$ cat src/rtl/iram_pkg.sv
// rtl/iram_pkg.sv - shared types and sizing helpers for the loadable instruction memory
//
// Purpose : FSM state encoding plus the bytes-per-word, byte-counter-width
//           and memory-index-width helpers used by iram_prog and iram_core.
// Ports   : none (package)
package iram_pkg;

  typedef enum logic [1:0] {
    RUN  = 2'd0,
    LOAD = 2'd1,
    DONE = 2'd2
  } state_t;

  // Bytes per instruction word.
  function automatic int bpw(input int instr_w);
    return instr_w / 8;
  endfunction

  // Width of the byte-within-word counter; never less than one bit.
  function automatic int bcnt_w(input int instr_w);
    return (instr_w / 8 <= 1) ? 1 : $clog2(instr_w / 8);
  endfunction

  // Index width needed to address DEPTH words; never less than one bit.
  function automatic int idx_w(input int depth);
    return (depth <= 1) ? 1 : $clog2(depth);
  endfunction

endpackage

$ cat src/rtl/iram_core.sv
// rtl/iram_core.sv - simple dual-port instruction array, one write port, one synchronous read port
//
// Purpose : storage only, no reset, so it can map onto block RAM.
// Ports   : clock         - clock, both ports on rising edge
//           we/waddr/wdata - write port
//           re/raddr       - read request and address
//           rdata          - registered read data, updated only when re is high
module iram_core
  import iram_pkg::*;
#(
  parameter int INSTR_W = 16,
  parameter int DEPTH   = 256,
  parameter int IW      = idx_w(DEPTH)
) (
  input  logic               clock,
  input  logic               we,
  input  logic [IW-1:0]      waddr,
  input  logic [INSTR_W-1:0] wdata,
  input  logic               re,
  input  logic [IW-1:0]      raddr,
  output logic [INSTR_W-1:0] rdata
);

  logic [INSTR_W-1:0] mem [DEPTH];

  always_ff @(posedge clock) begin
    if (we) begin
      mem[waddr] <= wdata;
    end
    if (re) begin
      rdata <= mem[raddr];
    end
  end

endmodule

$ cat src/rtl/iram_prog.sv
// rtl/iram_prog.sv - loadable instruction memory: byte-stream loader plus gated fetch port
//
// Purpose : packs a big-endian byte stream into instruction words written from
//           address 0, then serves fetches with one-cycle latency in RUN.
// Ports   : clock, reset_n            - clock, async active-low reset
//           load_start                - pulse, starts a load from RUN
//           ld_data/ld_valid/ld_ready - byte stream handshake
//           ld_last                   - final byte of the image
//           load_done                 - one-cycle pulse after the final byte
//           load_count                - words written by the current/last load
//           load_err                  - sticky overflow flag
//           busy                      - not in RUN
//           fetch_en/fetch_addr       - fetch request
//           q/q_valid                 - fetch result, q holds while q_valid is low
module iram_prog
  import iram_pkg::*;
#(
  parameter int INSTR_W = 16,
  parameter int ADDR_W  = 8,
  parameter int DEPTH   = 2**ADDR_W
) (
  input  logic               clock,
  input  logic               reset_n,
  input  logic               load_start,
  input  logic [7:0]         ld_data,
  input  logic               ld_valid,
  output logic               ld_ready,
  input  logic               ld_last,
  output logic               load_done,
  output logic [ADDR_W:0]    load_count,
  output logic               load_err,
  output logic               busy,
  input  logic               fetch_en,
  input  logic [ADDR_W-1:0]  fetch_addr,
  output logic [INSTR_W-1:0] q,
  output logic               q_valid
);

  localparam int BPW = bpw(INSTR_W);
  localparam int BCW = bcnt_w(INSTR_W);
  localparam int IW  = idx_w(DEPTH);
  localparam logic [BCW-1:0]  LAST_BYTE = BCW'(BPW - 1);
  localparam logic [ADDR_W:0] DEPTH_C   = (ADDR_W + 1)'(DEPTH);

  state_t             state;
  logic [IW-1:0]      wr_addr;
  logic [BCW-1:0]     byte_cnt;
  logic [INSTR_W-1:0] asm_q;
  logic [INSTR_W-1:0] shifted;
  logic [INSTR_W-1:0] word;
  logic [INSTR_W-1:0] rdata;
  logic               hs;
  logic               word_due;
  logic               full;
  logic               we;
  logic               in_range;
  logic               fetch_go;
  logic               have_q;
  logic               oob_q;

  assign ld_ready = (state == LOAD);
  assign busy     = (state != RUN);

  always_comb begin
    hs       = (state == LOAD) && ld_valid;
    word_due = hs && ((byte_cnt == LAST_BYTE) || ld_last);
    full     = (load_count == DEPTH_C);
    we       = word_due && !full;
    shifted  = (asm_q << 8) | INSTR_W'(ld_data);
    // A short final word is left-aligned so its unused low bytes read as zero.
    word     = shifted << (8 * (BPW - 1 - int'(byte_cnt)));
    in_range = ({1'b0, fetch_addr} < DEPTH_C);
    // A load request in the same cycle takes priority over the fetch.
    fetch_go = (state == RUN) && fetch_en && !load_start;
  end

  // The RAM output has no reset, so q is forced to zero until the first
  // serviced fetch and for any out-of-range fetch.
  assign q = (have_q && !oob_q) ? rdata : '0;

  always_ff @(posedge clock or negedge reset_n) begin
    if (!reset_n) begin
      state      <= RUN;
      wr_addr    <= '0;
      byte_cnt   <= '0;
      asm_q      <= '0;
      load_count <= '0;
      load_err   <= 1'b0;
      load_done  <= 1'b0;
      q_valid    <= 1'b0;
      have_q     <= 1'b0;
      oob_q      <= 1'b0;
    end else begin
      load_done <= 1'b0;
      q_valid   <= fetch_go;
      if (fetch_go) begin
        have_q <= 1'b1;
        oob_q  <= !in_range;
      end
      case (state)
        RUN: begin
          if (load_start) begin
            state      <= LOAD;
            wr_addr    <= '0;
            byte_cnt   <= '0;
            asm_q      <= '0;
            load_count <= '0;
            load_err   <= 1'b0;
          end
        end
        LOAD: begin
          if (hs) begin
            if (word_due) begin
              byte_cnt <= '0;
              asm_q    <= '0;
              // Once full, the stream keeps draining but nothing more is stored.
              if (full) begin
                load_err <= 1'b1;
              end else begin
                wr_addr    <= wr_addr + 1'b1;
                load_count <= load_count + 1'b1;
              end
            end else begin
              byte_cnt <= byte_cnt + 1'b1;
              asm_q    <= shifted;
            end
            if (ld_last) begin
              state     <= DONE;
              load_done <= 1'b1;
            end
          end
        end
        DONE: begin
          state <= RUN;
        end
        default: begin
          state <= RUN;
        end
      endcase
    end
  end

  iram_core #(
    .INSTR_W (INSTR_W),
    .DEPTH   (DEPTH),
    .IW      (IW)
  ) u_core (
    .clock (clock),
    .we    (we),
    .waddr (wr_addr),
    .wdata (word),
    .re    (fetch_go && in_range),
    .raddr (fetch_addr[IW-1:0]),
    .rdata (rdata)
  );

endmodule

$ cat config.mk
export PLATFORM = sky130hd
export DESIGN_NAME = iram_prog
export DESIGN_NICKNAME = d
export VERILOG_FILES = /design/src/rtl/iram_pkg.sv /design/src/rtl/iram_core.sv /design/src/rtl/iram_prog.sv
export SDC_FILE = /design/constraint.sdc
export NUM_CORES = 2
export LEC_CHECK = 0
export BUFFER_PORTS_ARGS = -buffer_cell sky130_fd_sc_hd__buf_2
export CELL_PAD_IN_SITES_DETAIL_PLACEMENT = 1
export CELL_PAD_IN_SITES_GLOBAL_PLACEMENT = 1
export CORE_ASPECT_RATIO = 0.8
export CORE_MARGIN = 3
export CORE_UTILIZATION = 40
export DETAILED_ROUTE_END_ITERATION = 12
export GPL_ROUTABILITY_DRIVEN = 0
export PLACE_DENSITY_LB_ADDON = 0.25
export SLEW_MARGIN = 30
export SYNTH_ARGS = -nofsm -noshare
export SYNTH_HDL_FRONTEND = slang
export SYNTH_SLANG_ARGS = --single-unit
$ cat constraint.sdc
create_clock -name clock -period 6.2 [get_ports clock]
set_input_delay 0.31 -clock clock [delete_from_list [all_inputs] [get_ports clock]]
set_output_delay 0.31 -clock clock [all_outputs]
set_load 0.02 [all_outputs]
==> results.json <==
{
  "status": "complete, no violations",
  "pwr_density_cell_mw_per_mm2": 340,
  "pwr-share-seq_pct": 52.2,
  "yosysWarnings": 0,
  "clk_pin_slew_worst_paths_ps": 60,
  "synth_area_leader_cell": "edfxtp_1",
  "cts_buffers": 410,
  "slew_violations": 0,
  "p_clk_share_pct": 39.6,
  "switching_power_w": 0.0147,
  "reg2regPathDepth": 9,
  "ys_ff_latch": 4144,
  "hold_path_depth": 3,
  "r2r_slack_ps": 1740,
  "hp-start": "ld_valid",
  "tns_ps": 0,
  "ant_nets": 0,
  "worstMarginPinSlew_ps": 1160,
  "postCtsResizedCells": 0,
  "arrival_ps": 5150,
  "groute.usage.overall_pct": 22.9,
  "combPwrFrac_pct": 8.2,
  "synthCells": 7553,
  "cp-start-kind": "flop",
  "synth_area_leaders": "edfxtp_1, mux4_2, mux2i_1",
  "initial_core_util_pct": 40.3,
  "synthesis.area_mm2": 0.161,
  "async_flop_share_pct": 0.772,
  "via_count": 82000,
  "gr-total-overflow": 0,
  "numClockSinks": 4144,
  "hold_viol_final": 0,
  "dieWidth_um": 715,
  "drtIter0Drc": 11400,
  "synth_cell_types": 59,
  "ir_drop_uv": 254,
  "cts_tree": "done",
  "fmax_mhz": 224,
  "synth_most_common_cell": "edfxtp_1",
  "swShare_pct": 23.6,
  "critPathLaunch": "load_count[0]",
  "drive_gt1_share_pct": 25.6,
  "root_buffer": "clkbuf_16",
  "slew_headroom_pct": 22.4,
  "io_pins": 52,
  "min_path_type": "in -> reg",
  "htreeDepth": 5,
  "power.internal_w": 0.0476,
  "min_period_ps": 4460,
  "rows": 207,
  "vias_per_cell": 5.96,
  "grt_first_pass_wirelength_mm": 667,
  "synthFlopType": "edfxtp_1",
  "grt_max_degree": 177,
  "ys_seq_area_share_pct": 77.3,
  "power.leakage_nw": 58.3,
  "synth_edf_count": 4112,
  "placedInstanceArea_mm2": 0.169,
  "core_area_mm2": 0.399,
  "grt_antenna_before_repair": 37,
  "syn_nets": 7581,
  "finalSetupViolCount": 0,
  "crit_required_ps": 6900,
  "synth_top_cells_by_count": "edfxtp_1, mux4_2, mux2i_1, nor2_1, clkbuf_1",
  "min_to": "state[1]",
  "min_period_over_period_pct": 71.9,
  "rsz0062_at_grt": "no",
  "clk_path_buf_depth": 4,
  "drt-pass1-iter-count": 5,
  "crit_type": "reg -> reg",
  "die-area_mm2": 0.410,
  "die_h_um": 573,
  "endpoint_kind": "flop",
  "grt_pass1_vias": 82800,
  "crit_path_max_fanout": 11,
  "timing.rr.end": "u_core.mem[101][13]",
  "place_hpwl_mm": 291,
  "timing.rr.start": "load_count[0]",
  "yosysTopAreaCellShare_pct": 76.8,
  "drt_wl_total_mm": 477,
  "syn_avg_cell_area_um2": 21.3,
  "drc": 0,
  "clock_skew_ps": 63.6,
  "port_buffers": 51,
  "insertion_delay_ps": 1010,
  "nets": 8099,
  "post_cts_buffers": 0,
  "drt-wirelength-per-cell_um": 34.7,
  "syn2layout_area_growth_pct": 13.9,
  "cap_violations": 0,
  "final_area_mm2": 0.183
}
-- area by class of cell --
class | instances | area (um2)
clock inverter | 237 | 2240
antenna | 9 | 22.5
timing repair buffer | 556 | 4810
clock buffer | 514 | 10900
sequential | 4144 | 124000
inverter | 7 | 38.8
tap | 5329 | 6670
multi-input combinational | 2952 | 34100
fill | 36400 | 216000
-- routing by layer --
layer | vias up | part of all wire, % | track usage, %
met5 | - | 0.018 | 0
met4 | 14 | 2.5 | 5.67
met3 | 623 | 9.1 | 4.81
met2 | 3681 | 45 | 33.9
met1 | 44800 | 44 | 34.6
li1 | 32800 | - | -
-- power groups by stage --
stage                     clock network, W  logic, W  registers (W)
after floorplan                          0   0.00253         0.0333
after global placement                   0   0.00481         0.0331
after detailed placement                 0   0.00503         0.0331
after CTS                           0.0251   0.00506         0.0325
after global routing                0.0263   0.00539         0.0325
final                               0.0247   0.00510         0.0325
-- placed cells by master (no fill, tap or decap), types with 27 or more instances in the layout --
cell,n
bufinv_16,35
a211oi_1,28
mux2i_1,497
nor3_1,117
mux4_2,809
mux2_2,107
a22o_1,35
buf_12,42
and2_1,27
clkinv_2,80
buf_4,436
buf_2,45
clkinv_1,84
dfrtp_1,31
a221oi_1,76
nand2_1,93
edfxtp_1,4112
nor2_4,27
a21oi_1,108
a22oi_1,37
o22ai_1,164
clkbuf_16,420
nor2_1,326
o21ai_0,57
clkbuf_1,90
o221ai_1,145
-- worst max-delay path by stage --
| stage | end | slack, ps | cells past startpoint |
|---|---|---|---|
| floorplan | u_core.mem[0][0] | 1180 | 3 |
| global placement | u_core.rdata[8] | 1260 | 10 |
| detailed placement | u_core.rdata[8] | 1230 | 10 |
| CTS | u_core.mem[101][10] | 1710 | 9 |
| global route | u_core.mem[101][10] | 1580 | 9 |
| finish | u_core.mem[101][13] | 1740 | 9 |
-- logic make-up (layout without fill, tap and decap cells) --
| kind of cell | count (synthesis) | count (layout) | synth area share, % |
|---|---|---|---|
| other | 0 | 9 | 0 |
| and+or+nand+nor | 797 | 797 | 2.32 |
| xor gates and xnor gates | 10 | 10 | 0.0545 |
| adders and majority gates | 6 | 6 | 0.0467 |
| DFF | 4144 | 4144 | 77.3 |
| muxes | 1424 | 1424 | 15.3 |
| buffers and inverters | 457 | 1314 | 1.82 |
| AOI/OAI and AO/OA | 715 | 715 | 3.19 |
-- registers in the layout, indices dropped and copies added (netlist names) --
register      cells
u_core.rdata     16
load_count        9
state             2
asm_q             8
load_done         1
wr_addr           8
have_q            1
u_core.mem     4096
byte_cnt          1
q_valid           1
load_err          1
-- through the flow --
step	util [%]	instances	hold slack (ps)	worst slack, ps	total power, W
floorplan	-	7553	14.4	1180	0.0358
global placement	42.4	13000	517	1260	0.0379
detailed placement	42.5	13000	360	1230	0.0381
CTS	45.8	13700	120	1710	0.0626
global route	45.9	13700	195	1580	0.0641
finish	45.9	13700	207	1740	0.0622
-- worst max-delay path, cell delays in order (launching register included) --
cell and delay [ps]:
dfrtp_1 440, inv_1 80, ha_1 210, nor4b_1 200, a211oi_4 850, buf_4 300, nand3_2 640, buf_4 420
nor2_1 670, buf_4 320
-- repair_timing --
action,in CTS,in global routing
endpoints found under the setup margin,0,0
hold endpoints to repair,120,0
hold buffers,21,0
(Power assumes the default switching activity.)
